File: config.mk
export PLATFORM = sky130hd
export DESIGN_NAME = gate_bist_ctrl_flat
export DESIGN_NICKNAME = d
export VERILOG_FILES = /design/src/rtl/gate_bist_ctrl_if.sv /design/src/rtl/gate_bist_ctrl.sv /design/src/flat_wrapper.sv
export SDC_FILE = /design/constraint.sdc
export NUM_CORES = 1
export LEC_CHECK = 0
export BUFFER_PORTS_ARGS = -buffer_cell sky130_fd_sc_hd__buf_2
export CAP_MARGIN = 20
export CORE_ASPECT_RATIO = 1.75
export CORE_UTILIZATION = 54
export DETAILED_ROUTE_END_ITERATION = 12
export PLACE_DENSITY_LB_ADDON = 0.3
export SYNTH_ARGS = -nofsm -noshare
export SYNTH_HDL_FRONTEND = slang
export SYNTH_SLANG_ARGS = --single-unit
File: constraint.sdc
create_clock -name clk -period 2.1 [get_ports clk]
set_clock_uncertainty 0.1 [all_clocks]
set_input_delay 0.105 -clock clk [delete_from_list [all_inputs] [get_ports clk]]
set_output_delay 0.105 -clock clk [all_outputs]
set_load 0.05 [all_outputs]
File: src/rtl/gate_bist_ctrl_if.sv
`default_nettype none
// ============================================================================
// Module   : gate_bist_ctrl_if
// Brief    : Bundle between the BIST sequencer, system control and the
//            2-input gate unit (run control, gate stimulus/response, results).
// Revision : 1.0 - initial release
// ============================================================================
interface gate_bist_ctrl_if;
    // Run control from system side
    logic       start;
    logic       abort;
    // Gate unit response
    logic [7:0] y_in;
    // Gate unit stimulus
    logic       a_out;
    logic       b_out;
    // Status and results
    logic       busy;
    logic       done;
    logic       pass;
    logic [3:0] err_mask;
    logic [7:0] err_count;
    logic [1:0] first_fail_vec;
    logic [7:0] first_fail_y;

    // Environment side: system control plus the gate unit response
    modport master (
        output start, abort, y_in,
        input  a_out, b_out, busy, done, pass,
        input  err_mask, err_count, first_fail_vec, first_fail_y
    );

    // Sequencer side
    modport slave (
        input  start, abort, y_in,
        output a_out, b_out, busy, done, pass,
        output err_mask, err_count, first_fail_vec, first_fail_y
    );
endinterface
`default_nettype wire

File: src/rtl/gate_bist_ctrl.sv
`default_nettype none
// ============================================================================
// Module   : gate_bist_ctrl
// Brief    : Self-test sequencer for the 2-input gate unit. Sweeps {A,B}
//            through 00..11, waits a settle time, compares Y against a golden
//            table and accumulates mask, saturating count and first failure.
// Revision : 1.0 - initial release
// ============================================================================
module gate_bist_ctrl #(
    parameter int          SETTLE_CYCLES = 2,
    parameter int          NUM_PASSES    = 1,
    parameter logic [31:0] EXP_VEC       = 32'h239656EC
) (
    input wire              clk,
    input wire              rst_n,
    gate_bist_ctrl_if.slave bus
);

    localparam int c_SCW = (SETTLE_CYCLES > 1) ? $clog2(SETTLE_CYCLES + 1) : 1;
    localparam int c_PCW = (NUM_PASSES > 1) ? $clog2(NUM_PASSES) : 1;
    localparam logic [c_SCW-1:0] c_SETTLE_LOAD = c_SCW'(SETTLE_CYCLES);
    localparam logic [c_PCW-1:0] c_LAST_PASS   = c_PCW'(NUM_PASSES - 1);

    typedef enum logic [2:0] {
        S_IDLE   = 3'd0,
        S_APPLY  = 3'd1,
        S_SETTLE = 3'd2,
        S_CHECK  = 3'd3,
        S_NEXT   = 3'd4,
        S_DONE   = 3'd5
    } state_t;

    state_t           r_state;
    logic [1:0]       r_idx;
    logic [c_PCW-1:0] r_pass_cnt;
    logic [c_SCW-1:0] r_settle_cnt;
    logic             r_a;
    logic             r_b;
    logic             r_busy;
    logic             r_done;
    logic             r_pass;
    logic [3:0]       r_err_mask;
    logic [7:0]       r_err_count;
    logic [1:0]       r_ff_vec;
    logic [7:0]       r_ff_y;

    logic [7:0]       w_exp_y;
    logic             w_mismatch;
    logic             w_launch;

    // Golden byte for the current vector and run-launch qualification
    assign w_exp_y    = EXP_VEC[{r_idx, 3'b000} +: 8];
    assign w_mismatch = (bus.y_in != w_exp_y);
    assign w_launch   = bus.start && ((r_state == S_IDLE) || (r_state == S_DONE));

    // Sequencer FSM; every output is a register so the gate inputs never glitch
    always_ff @(posedge clk or negedge rst_n) begin
        if (!rst_n) begin
            r_state      <= S_IDLE;
            r_idx        <= 2'd0;
            r_pass_cnt   <= '0;
            r_settle_cnt <= '0;
            r_a          <= 1'b0;
            r_b          <= 1'b0;
            r_busy       <= 1'b0;
            r_done       <= 1'b0;
            r_pass       <= 1'b0;
            r_err_mask   <= 4'd0;
            r_err_count  <= 8'd0;
            r_ff_vec     <= 2'd0;
            r_ff_y       <= 8'd0;
        end else begin
            r_done <= 1'b0;
            if (w_launch) begin
                // Fresh run: results from the previous run are discarded here
                r_state     <= S_APPLY;
                r_idx       <= 2'd0;
                r_pass_cnt  <= '0;
                r_busy      <= 1'b1;
                r_pass      <= 1'b0;
                r_err_mask  <= 4'd0;
                r_err_count <= 8'd0;
                r_ff_vec    <= 2'd0;
                r_ff_y      <= 8'd0;
            end else if (r_busy && bus.abort) begin
                // Partial results stay visible; only control state is dropped
                r_state <= S_IDLE;
                r_busy  <= 1'b0;
                r_pass  <= 1'b0;
                r_a     <= 1'b0;
                r_b     <= 1'b0;
            end else begin
                case (r_state)
                    S_IDLE: begin
                        r_state <= S_IDLE;
                    end
                    S_APPLY: begin
                        {r_a, r_b}   <= r_idx;
                        r_settle_cnt <= c_SETTLE_LOAD;
                        r_state      <= (SETTLE_CYCLES == 0) ? S_CHECK : S_SETTLE;
                    end
                    S_SETTLE: begin
                        if (r_settle_cnt <= c_SCW'(1)) begin
                            r_state <= S_CHECK;
                        end else begin
                            r_settle_cnt <= r_settle_cnt - c_SCW'(1);
                        end
                    end
                    S_CHECK: begin
                        if (w_mismatch) begin
                            r_err_mask[r_idx] <= 1'b1;
                            if (r_err_count != 8'hFF) begin
                                r_err_count <= r_err_count + 8'd1;
                            end
                            // A zero count means no earlier mismatch in this run
                            if (r_err_count == 8'd0) begin
                                r_ff_vec <= r_idx;
                                r_ff_y   <= bus.y_in;
                            end
                        end
                        r_state <= S_NEXT;
                    end
                    S_NEXT: begin
                        if (r_idx != 2'd3) begin
                            r_idx   <= r_idx + 2'd1;
                            r_state <= S_APPLY;
                        end else if (r_pass_cnt != c_LAST_PASS) begin
                            r_pass_cnt <= r_pass_cnt + c_PCW'(1);
                            r_idx      <= 2'd0;
                            r_state    <= S_APPLY;
                        end else begin
                            r_state <= S_DONE;
                            r_busy  <= 1'b0;
                            r_done  <= 1'b1;
                            r_pass  <= (r_err_count == 8'd0);
                            r_a     <= 1'b0;
                            r_b     <= 1'b0;
                        end
                    end
                    S_DONE: begin
                        r_state <= S_IDLE;
                    end
                    default: begin
                        r_state <= S_IDLE;
                        r_busy  <= 1'b0;
                    end
                endcase
            end
        end
    end

    assign bus.a_out          = r_a;
    assign bus.b_out          = r_b;
    assign bus.busy           = r_busy;
    assign bus.done           = r_done;
    assign bus.pass           = r_pass;
    assign bus.err_mask       = r_err_mask;
    assign bus.err_count      = r_err_count;
    assign bus.first_fail_vec = r_ff_vec;
    assign bus.first_fail_y   = r_ff_y;

endmodule
`default_nettype wire
File: src/flat_wrapper.sv
// flat-port wrapper written by rule: the top's interface ports become plain ports
module gate_bist_ctrl_flat 
#(
    parameter int          SETTLE_CYCLES = 2,
    parameter int          NUM_PASSES    = 1,
    parameter logic [31:0] EXP_VEC       = 32'h239656EC
)
  (clk, rst_n, bus_start, bus_abort, bus_y_in, bus_a_out, bus_b_out, bus_busy, bus_done, bus_pass, bus_err_mask, bus_err_count, bus_first_fail_vec, bus_first_fail_y);
  gate_bist_ctrl_if bus_i ();
  input wire clk;
  input wire rst_n;
  input wire logic [$bits(bus_i.start)-1:0] bus_start;
  input wire logic [$bits(bus_i.abort)-1:0] bus_abort;
  input wire logic [$bits(bus_i.y_in)-1:0] bus_y_in;
  output wire logic [$bits(bus_i.a_out)-1:0] bus_a_out;
  output wire logic [$bits(bus_i.b_out)-1:0] bus_b_out;
  output wire logic [$bits(bus_i.busy)-1:0] bus_busy;
  output wire logic [$bits(bus_i.done)-1:0] bus_done;
  output wire logic [$bits(bus_i.pass)-1:0] bus_pass;
  output wire logic [$bits(bus_i.err_mask)-1:0] bus_err_mask;
  output wire logic [$bits(bus_i.err_count)-1:0] bus_err_count;
  output wire logic [$bits(bus_i.first_fail_vec)-1:0] bus_first_fail_vec;
  output wire logic [$bits(bus_i.first_fail_y)-1:0] bus_first_fail_y;
  assign bus_i.start = bus_start;
  assign bus_i.abort = bus_abort;
  assign bus_i.y_in = bus_y_in;
  assign bus_a_out = bus_i.a_out;
  assign bus_b_out = bus_i.b_out;
  assign bus_busy = bus_i.busy;
  assign bus_done = bus_i.done;
  assign bus_pass = bus_i.pass;
  assign bus_err_mask = bus_i.err_mask;
  assign bus_err_count = bus_i.err_count;
  assign bus_first_fail_vec = bus_i.first_fail_vec;
  assign bus_first_fail_y = bus_i.first_fail_y;
  gate_bist_ctrl #(.SETTLE_CYCLES(SETTLE_CYCLES), .NUM_PASSES(NUM_PASSES), .EXP_VEC(EXP_VEC)) u_core (.clk(clk), .rst_n(rst_n), .bus(bus_i));
endmodule
==> metrics, run 1 <==
fraction of layout instances using a drive strength above 1 25.3%; Reg power frac 33.7%; Vias approximately 1,500; post-layout util just over 70%; top post-synthesis cells by area dfrtp_1 (46%), mux2i_1 (8.7%), ha_1 (6.1%); maximum number of pins on one net before global-route repair 35; Critical Path Fanout Max 10; final-layout setup total negative slack 0 ps; post-detailed-placement half-perimeter wirelength 2.90 mm; clock-pin transition on the worst setup and hold timing paths 70 ps; endpoint of the lowest-slack register-to-register path u_core.bus.first_fail_y[6]$_DFFE_PN0P_; TritonCTS clock tree yes; portion of total power attributed to the clock network 17.0%; peak supply drop 0.000860 V; fillers 258; number of antenna violations at the first check in global routing 0; per-cell routed wire length 14.0 um; number of top-level pins 39; Syn Std Cell Area 1840 sq um; H-Tree Depth 2; Overall Global Routing Usage 24.1%; placement-stage worst setup slack 56.9 ps; clock tree root driver cell clkbuf_8; number of max-cap violations 0; category of the most critical setup path register to register; number of CTS-inserted buffers 5; iteration-0 DRC count of the detailed router 29; switching pwr 1.36 mW; proportion of total power due to net switching 46.8%; most used flip-flop cell after synthesis dfrtp_1; Reg area 851 sq um; effective utilization at floorplan 57.4%; kind of end point of the critical path register; Final #Nets 261; leakage power between 1 and 1.5 nW; critical path launch point u_core.r_idx[0]$_DFFE_PN0P_; Inserted Diodes 0; CORE AREA 3210 sq um; CP Data Required Time between 2000 and 2500 ps; detail-routed via count per cell about 5.4; global-route wire length before repair 6.29 mm; vias in the first global route 1,422; Fmax between 500 and 600 MHz; FFs w/ async S/R, synth 100%; worst reg2reg startpoint u_core.r_idx[0]$_DFFE_PN0P_; insertion delay of the later-clocked pin in the worst-skew pair 290 ps; Ys Warns 0; PortBufs 38; DIE AREA 3660 sq um; register bit count reported by yosys 34; die boundary width around 46 um; setup repair after global routing missed its margin false; number of failing setup endpoints in the final timing report 0; post-synthesis instance total 187; Multi-input gate area approximately 920 sq um; Routed Wire Length 3.99 mm; worst slew pin tran about 740 ps; global route total overflow 0; count of standard-cell rows 27; minimum period implied by the final worst setup slack 2000 ps; fraction of post-synthesis cell area in the top cell type by area between 40 and 50%; element type at the critical path start register; count of cells along the worst register-to-register path 8; tightest slew margin relative to the limit 50.6%; number of sinks driven by the clock tree 34; class of the tightest hold or removal check input port to register; detailed-router iteration count before antenna repair 4; number of distinct library cells after synthesis 40; PnR worst setup slack 101 ps; result of the run completed; cell type contributing the most total cell area after synthesis dfrtp_1; antenna violation net count after detailed routing 0; period utilisation layout a little over nine tenths; Chip Height between 70 and 80 um; synthesized area divided by synthesized cell count 9.86 sq um; buffers from clock root to sink, at most 2; Slew Viols, Final 0; final weighted congestion in routability-driven placement roughly 0.85; final hold violation count 0; post-synthesis net count roughly 210; remaining design rule violation count 0; sequential share of the synthesized area 46.2%; Hold Path Depth 3; Post-synth EDFFs 0; areal power density over the cells between 1000 and 1500 nW/um^2; internal reg-to-reg setup slack 100 ps; crit path DAT 2070 ps; Int Pwr 1.55 mW; hold endpoint u_core.bus.first_fail_y[5]$_DFFE_PN0P_; worst hold start bus_y_in[5]; layout-stage area growth over the synthesis result 23.5%; proportion of power drawn by combinational gates 49.3%
==> stage by stage <==
| stage | instances | power [mW] | hold WS, ps | cell area (sq um) |
|---|---|---|---|---|
| after floorplan | 187 | 2.03 | -291 | 1840 |
| after global placement | 269 | 2.35 | 103 | 2100 |
| after detailed placement | 269 | 2.39 | 110 | 2100 |
| after CTS | 283 | 2.90 | 0.787 | 2250 |
| after global routing | 284 | 3.10 | 20.3 | 2280 |
| final | 284 | 2.91 | 7.59 | 2280 |
==> metal layers <==
layer | part of all wire (%) | up-vias | global-route usage, %
li1 | - | 755 | -
met1 | 40 | 720 | 27.0
met2 | 54 | 41 | 40.3
met3 | 3.4 | 7 | 6.36
met4 | 2.6 | 0 | 11.5
met5 | 0 | - | 0
==> synthesized netlist by cell type, types with 2 or more instances <==
cell type  count
dfrtp_1       34
nor2_1        26
nand2_1       19
mux2i_1       16
a21oi_1        9
ha_1           9
inv_1          9
nand3_1        8
xnor2_1        6
o21ai_0        5
a31oi_1        4
buf_2          3
nor2b_1        3
a22o_1         2
and2_1         2
and3_1         2
buf_6          2
nand2b_1       2
nor3_1         2
nor4_1         2
o22ai_1        2
xor2_1         2
==> state kept, by name, indices dropped and copies added (netlist names), 2 cells and up <==
signal / cells
u_core.r_state: 3
u_core.bus.err_count: 8
u_core.r_settle_cnt: 2
u_core.r_idx: 2
u_core.bus.first_fail_vec: 2
u_core.bus.err_mask: 4
u_core.bus.first_fail_y: 8
==> worst max path at each step <==
| stage | endpoint | cells after the start |
|---|---|---|
| 2_1_floorplan | u_core.bus.first_fail_vec[0]$_DFFE_PN0P_ | 8 |
| 3_3_place_gp | u_core.bus.first_fail_y[6]$_DFFE_PN0P_ | 7 |
| 3_5_place_dp | u_core.bus.first_fail_y[6]$_DFFE_PN0P_ | 7 |
| 4_1_cts | u_core.bus.first_fail_y[6]$_DFFE_PN0P_ | 7 |
| 5_1_grt | u_core.bus.first_fail_y[0]$_DFFE_PN0P_ | 8 |
| 6_report | u_core.bus.first_fail_y[6]$_DFFE_PN0P_ | 8 |
==> critical path, stage by stage (launching register included) <==
cell and delay, ps:
dfrtp_1 400, inv_1 150, ha_1 210, xor2_1 190
nor4_2 70, a311o_2 390, buf_12 160, mux2i_1 160
nor2_1 50
==> area by class of cell <==
class                   instances  area share (%)
clock buffers                   7            3.79
clock inverters                 1           0.220
inverters                       9            1.48
multi-input cells             138            40.6
flip-flops and latches         34            37.4
well taps                      43            2.36
repair buffers                 52            14.2
==> logic make-up after synthesis <==
group | share of synthesized area [%]
multiplexers | 9.91
adder cells (fa/ha/maj) | 6.11
XOR/XNOR | 3.80
flip-flops | 46.2
buffers and inverters | 4.07
AO/OA/AOI/OAI | 11.5
AND/OR/NAND/NOR | 18.5
==> placed cells by master (no fill, tap or decap), types with 3 or more instances in the layout <==
master | synthesis | final
o21ai_0 | 5 | 5
mux2i_1 | 16 | 16
nand2_1 | 19 | 19
dlygate4sd3_1 | 0 | 6
buf_4 | 0 | 7
nand3_1 | 8 | 8
dfrtp_1 | 34 | 34
nor2b_1 | 3 | 3
ha_1 | 9 | 9
a31oi_1 | 4 | 4
nor2_1 | 26 | 26
buf_2 | 3 | 38
inv_1 | 9 | 9
clkbuf_8 | 0 | 6
xnor2_1 | 6 | 6
a21oi_1 | 9 | 9
==> power groups by stage <==
stage / sequential [mW] / clock (mW) / combinational (mW)
floorplan: 1.38 / 0 / 0.657
global placement: 0.986 / 0 / 1.36
detailed placement: 0.991 / 0 / 1.40
CTS: 0.979 / 0.508 / 1.41
global route: 1.01 / 0.540 / 1.55
finish: 0.981 / 0.494 / 1.43
==> what timing repair did <==
| action | 4_1_cts | 5_1_grt |
|---|---|---|
| hold endpoints to repair | 39 | 0 |
| endpoints found under the setup margin | 0 | 10 |
| setup buffers | 0 | 1 |
| gates resized for setup | 0 | 1 |
| hold buffers | 6 | 0 |
Power figures use the tool's default switching activity.
==> inputs of run 2 (changes only) <==
--- a/config.mk
+++ b/config.mk
@@ -11,6 +11,7 @@
 export CORE_UTILIZATION = 54
 export DETAILED_ROUTE_END_ITERATION = 12
 export PLACE_DENSITY_LB_ADDON = 0.3
+export SETUP_SLACK_MARGIN = 0.5
 export SYNTH_ARGS = -nofsm -noshare
 export SYNTH_HDL_FRONTEND = slang
 export SYNTH_SLANG_ARGS = --single-unit
==> constraint.sdc (replaced) <==
create_clock -name clk -period 2.1 [get_ports clk]
set_clock_uncertainty 0.1 [all_clocks]
set_input_delay 0.105 -clock clk [delete_from_list [all_inputs] [get_ports clk]]
set_output_delay 0.105 -clock clk [all_outputs]
set_load 0.005 [all_outputs]
==> metrics, run 2 (synthesis results as in run 1) <==
TritonCTS clock tree yes; kind of end point of the critical path register; Worst Hold Slack -6.97 ps; category of the most critical setup path register to register; vias in the first global route 1,534; number of max-cap violations 0; total met2 wirelength after detailed routing 2.78 mm; class of the tightest hold or removal check input port to register; count of standard-cell rows 27; effective utilization at floorplan a little under three fifths; most common library cell in the layout ignoring fill and taps buf_2; H-Tree Depth 2; setup repair after global routing missed its margin true; final weighted congestion in routability-driven placement 0.793; number of sinks driven by the clock tree 34; per-cell routed wire length 16.9 um; Cell Count Post-Placement 269; Vias around 1,700; Final #Nets 273; remaining design rule violation count 0; element type at the critical path start register; post-detailed-placement half-perimeter wirelength 2.90 mm; minimum period implied by the final worst setup slack 2180 ps; period utilisation layout 104%; clock tree root driver cell clkbuf_8; global route total overflow 0; Fmax 458 MHz; peak supply drop about 0.00093 V; DIE AREA 3660 sq um; buffers from clock root to sink, at most 2; number of top-level pins 39; filler-free cell count of the finished design 296; CP Data Required Time 2180 ps; final-layout setup total negative slack -236 ps; detail-routed via count per cell 5.68; Chip Height 79.3 um; CORE AREA ~3200 sq um; number of antenna violations at the first check in global routing 0; iteration-0 DRC count of the detailed router between 40 and 50; antenna violation net count after detailed routing 0; areal power density over the cells 1130 nW/um^2; Slew Viols, Final 0; commonest cells after routing, fill and taps aside buf_2 (38), dfrtp_1 (30), nor2_1 (24), nand2_1 (17); detailed-router iteration count before antenna repair 4; insertion delay of the later-clocked pin in the worst-skew pair around 290 ps; PortBufs 38; Critical Path Fanout Max 5; area post-placement 2160 sq um; result of the run complete, but fails checks; clock-pin transition on the worst setup and hold timing paths 70 ps; layout-stage area growth over the synthesis result 42.1%; worst slew pin tran 758 ps; Overall Global Routing Usage 26.3%; met3 wire len approximately 180 um; detailed-route wire length on metal 1 1.94 mm; Inserted Diodes 0; number of CTS-inserted buffers 5; post-route cell area 2620 sq um; violated checks negative hold slack, negative setup slack; Routed Wire Length 5.00 mm; uppermost layer routed met4; number of failing setup endpoints in the final timing report 6; tightest slew margin relative to the limit 49.4%; leakage power approximately 1.4 nW; maximum number of pins on one net before global-route repair 35; die boundary width 46.2 um; final hold violation count 1; post-layout util around four fifths; crit path DAT between 2000 and 2500 ps; global-route wire length before repair 6.89 mm; PnR worst setup slack -81.4 ps; fraction of layout instances using a drive strength above 1 42.7%
==> run 2: worst paths after layout <==
path / startpoint / endpoint / slack, ps / depth (start not counted)
setup / recovery: u_core.r_idx[1]$_DFFE_PN0P_ / u_core.bus.first_fail_y[1]$_DFFE_PN0P_ / -80 / 8
hold / removal: bus_y_in[7] / u_core.bus.first_fail_y[7]$_DFFE_PN0P_ / -7 / 3
setup reg to reg: u_core.r_idx[1]$_DFFE_PN0P_ / u_core.bus.first_fail_y[1]$_DFFE_PN0P_ / -80 / 8
hold reg to reg: u_core.bus.b_out$_DFFE_PN0P_ / u_core.bus.b_out$_DFFE_PN0P_ / 400 / 1
max in group asynchronous: rst_n / u_core.r_idx[0]$_DFFE_PN0P_ / 1040 / 2
min in group asynchronous: rst_n / u_core.bus.err_count[3]$_DFFE_PN0P_ / 320 / 2
==> run 2: per-layer routing <==
layer	vias to the layer above	track usage, %
li1	780	-
met5	-	0
met1	834	29.0
met4	0	9.41
met2	56	45.8
met3	11	6.82
==> run 2: through the flow <==
stage / worst slack (ps) / total power [mW]
after detailed placement: 91.3 / 2.02
after floorplan: 216 / 1.68
after global placement: 136 / 1.99
final: -81.4 / 2.95
after CTS: 150 / 2.72
after global routing: -122 / 3.14
==> run 2: power by group <==
| group | internal [mW] | leakage, nW | switching [mW] | total, mW |
|---|---|---|---|---|
| Clock | 0.331 | 0.0575 | 0.241 | 0.572 |
| Combinational | 0.676 | 0.841 | 0.716 | 1.39 |
| Sequential | 0.828 | 0.457 | 0.161 | 0.989 |
==> run 2: worst max-delay path, stage by stage (launching register included) <==
cell and delay, ps:
dfrtp_2 460, buf_4 180, ha_1 190, xnor2_1 170, nor2_1 90, a311o_2 430, clkbuf_16 180, mux2i_1 200
nor2_1 70
==> run 2: what timing repair did <==
item,CTS,global route
setup endpoints to repair,25,25
buffers inserted,13,3
cloned,0,1
pin swaps,8,8
resized for setup,10,25
hold buffers,2,0
hold endpoints to repair,35,0
==> run 2: final cells by class <==
cell class / count / area (sq um)
multi-input cells: 138 / 1110
flip-flops and latches: 34 / 856
fillers: 183 / 591
repair buffers: 64 / 443
clock buffers: 8 / 110
well taps: 43 / 53.8
inverters: 9 / 41.3
==> inputs of run 3 (changes only) <==
--- a/config.mk
+++ b/config.mk
@@ -7,9 +7,12 @@
 export LEC_CHECK = 0
 export BUFFER_PORTS_ARGS = -buffer_cell sky130_fd_sc_hd__buf_2
 export CAP_MARGIN = 20
+export CELL_PAD_IN_SITES_DETAIL_PLACEMENT = 2
+export CELL_PAD_IN_SITES_GLOBAL_PLACEMENT = 2
 export CORE_ASPECT_RATIO = 1.75
-export CORE_UTILIZATION = 54
+export CORE_UTILIZATION = 33
 export DETAILED_ROUTE_END_ITERATION = 12
+export GPL_TIMING_DRIVEN = 0
 export PLACE_DENSITY_LB_ADDON = 0.3
 export SETUP_SLACK_MARGIN = 0.5
 export SYNTH_ARGS = -nofsm -noshare
==> metrics, run 3 (synthesis results as in run 1) <==
result of the run complete, but fails checks; violated checks negative setup slack; vias in the first global route around 1,900; post-layout util 52.2%; iteration-0 DRC count of the detailed router 34; Vias 1,718; hold endpoint u_core.bus.first_fail_y[1]$_DFFE_PN0P_; clock tree root driver cell clkbuf_8; number of CTS-inserted buffers 5; Cell Count Post-Placement 299; tightest slew margin relative to the limit 46.4%; Routed Wire Length 6.99 mm; Hold Path Depth 3; most common library cell in the layout ignoring fill and taps buf_2; commonest cells after routing, fill and taps aside buf_2 (38), dfrtp_1 (31), nor2_1 (24), buf_4 (23), nand2_1 (15); remaining design rule violation count 0; class of the tightest hold or removal check input port to register; Critical Path Fanout Max 5; detailed-router iteration count before antenna repair 4; areal power density over the cells 1160 nW/um^2; final weighted congestion in routability-driven placement 0.754; worst slew pin tran 804 ps; Critical path buffers and inverters 2; global route total overflow 0; final-layout setup total negative slack -52.8 ps; category of the most critical setup path register to register; CORE AREA 5300 sq um; PortBufs 38; buffers from clock root to sink, at most 2; die boundary width between 50 and 60 um; Overall Global Routing Usage 22.8%; layout-stage area growth over the synthesis result 50.0%; filler-free cell count of the finished design 335; period utilisation layout 102%; worst reg2reg startpoint u_core.r_idx[0]$_DFFE_PN0P_; PnR worst setup slack -44.5 ps; number of top-level pins 39; fillers 560; proportion of power drawn by combinational gates 53.7%; post-detailed-placement half-perimeter wirelength 3.82 mm; clock-pin transition on the worst setup and hold timing paths 70 ps; count of standard-cell rows 35; switching pwr 1.31 mW; CP Cell Sequence inv_4 > ha_4 > xnor2_1 > nor2_2 > a311o_2 > clkbuf_16 > mux2i_1 > nor2_1; crit path DAT 2190 ps; Fmax 466 MHz; number of antenna violations at the first check in global routing 0; Chip Height 101 um; number of cells on the critical path 8; internal reg-to-reg setup slack -40 ps; per-cell routed wire length between 20 and 25 um; H-Tree Depth 2; placement-stage worst setup slack -15.2 ps; proportion of total power due to net switching 40.8%; final hold violation count 0; global-route wire length before repair between 9 and 10 mm; maximum number of pins on one net before global-route repair 35; kind of end point of the critical path register; detail-routed via count per cell 5.13; worst hold start bus_y_in[1]; TritonCTS clock tree yes; Slew Viols, Final 0; number of max-cap violations 0; leakage power approximately 1.4 nW; area post-placement 2190 sq um; Inserted Diodes 0; peak supply drop 0.000658 V; Largest stage delay, worst path 450 ps; count of cells along the worst register-to-register path 8; top cell family by delay on the critical path flip-flops; element type at the critical path start register; CP max-delay cell dfrtp_2; Int Pwr 1.90 mW; post-route cell area 2770 sq um; minimum period implied by the final worst setup slack 2140 ps; Final #Nets about 280; endpoint of the lowest-slack register-to-register path u_core.bus.first_fail_vec[1]$_DFFE_PN0P_; number of sinks driven by the clock tree 34; portion of total power attributed to the clock network 15.9%; effective utilization at floorplan 34.8%; CP Data Required Time 2150 ps; power after layout roughly 3.2 mW; DIE AREA 5900 sq um; insertion delay of the later-clocked pin in the worst-skew pair 290 ps; number of failing setup endpoints in the final timing report 2; antenna violation net count after detailed routing 0; fraction of layout instances using a drive strength above 1 49.0%; Worst Hold Slack roughly 12 ps; setup repair after global routing missed its margin true; Reg power frac a little under a third
[run 3: power by group through the flow]
stage	clock, mW	sequential (mW)	combinational, mW
global route	0.532	0.996	1.86
detailed placement	0	1.00	1.07
finish	0.511	0.976	1.72
global placement	0	0.993	1.03
CTS	0.512	0.958	1.38
floorplan	0	0.980	0.702
[run 3: timing repair]
item | in CTS | in global routing
gates resized for setup | 15 | 45
hold buffers | 1 | 0
gates cloned | 2 | 0
endpoints found under the setup margin | 23 | 30
pin swaps | 9 | 18
endpoints found under the hold margin | 35 | 0
buffers inserted | 19 | 7
[run 3: worst register-to-register path: cells and delay by family, from the launching register on]
kind | cells | cell delay [ps]
flip-flops | 1 | 450
AO/OA/AOI/OAI | 1 | 430
XOR/XNOR | 1 | 260
buffers and inverters | 2 | 250
AND/OR/NAND/NOR | 2 | 180
multiplexers | 1 | 170
adder cells (fa/ha/maj) | 1 | 160
[run 3: worst max path at each step]
stage / to / startpoint / slack (ps)
after detailed placement: u_core.bus.err_count[1]$_DFFE_PN0P_ / u_core.r_idx[1]$_DFFE_PN0P_ / -20
final: u_core.bus.first_fail_vec[1]$_DFFE_PN0P_ / u_core.r_idx[0]$_DFFE_PN0P_ / -40
after CTS: u_core.bus.first_fail_y[2]$_DFFE_PN0P_ / u_core.r_idx[1]$_DFFE_PN0P_ / 20
after global placement: u_core.bus.err_count[1]$_DFFE_PN0P_ / u_core.r_idx[0]$_DFFE_PN0P_ / -10
after floorplan: u_core.bus.err_count[1]$_DFFE_PN0P_ / u_core.r_idx[1]$_DFFE_PN0P_ / 220
after global routing: u_core.bus.first_fail_vec[1]$_DFFE_PN0P_ / u_core.r_idx[0]$_DFFE_PN0P_ / -110
[run 3: area by class of cell]
cell class | instances | area (sq um) | share of cell area, %
inverter | 9 | 45.0 | 1.63
timing repair buffer | 67 | 447 | 16.2
clock buffer | 7 | 86.3 | 3.12
multi-input combinational | 138 | 1180 | 42.8
sequential | 34 | 855 | 30.9
tap | 74 | 92.6 | 3.35
buffer | 6 | 56.3 | 2.04
[run 3: layer usage]
metal  GRT usage [%]  routed length [um]  vias up
li1                -                   -      791
met1            23.8                2560      887
met2            44.3                4130       31
met3            3.47                 155        9
met4            7.69                 139        0
met5               0                   0        -
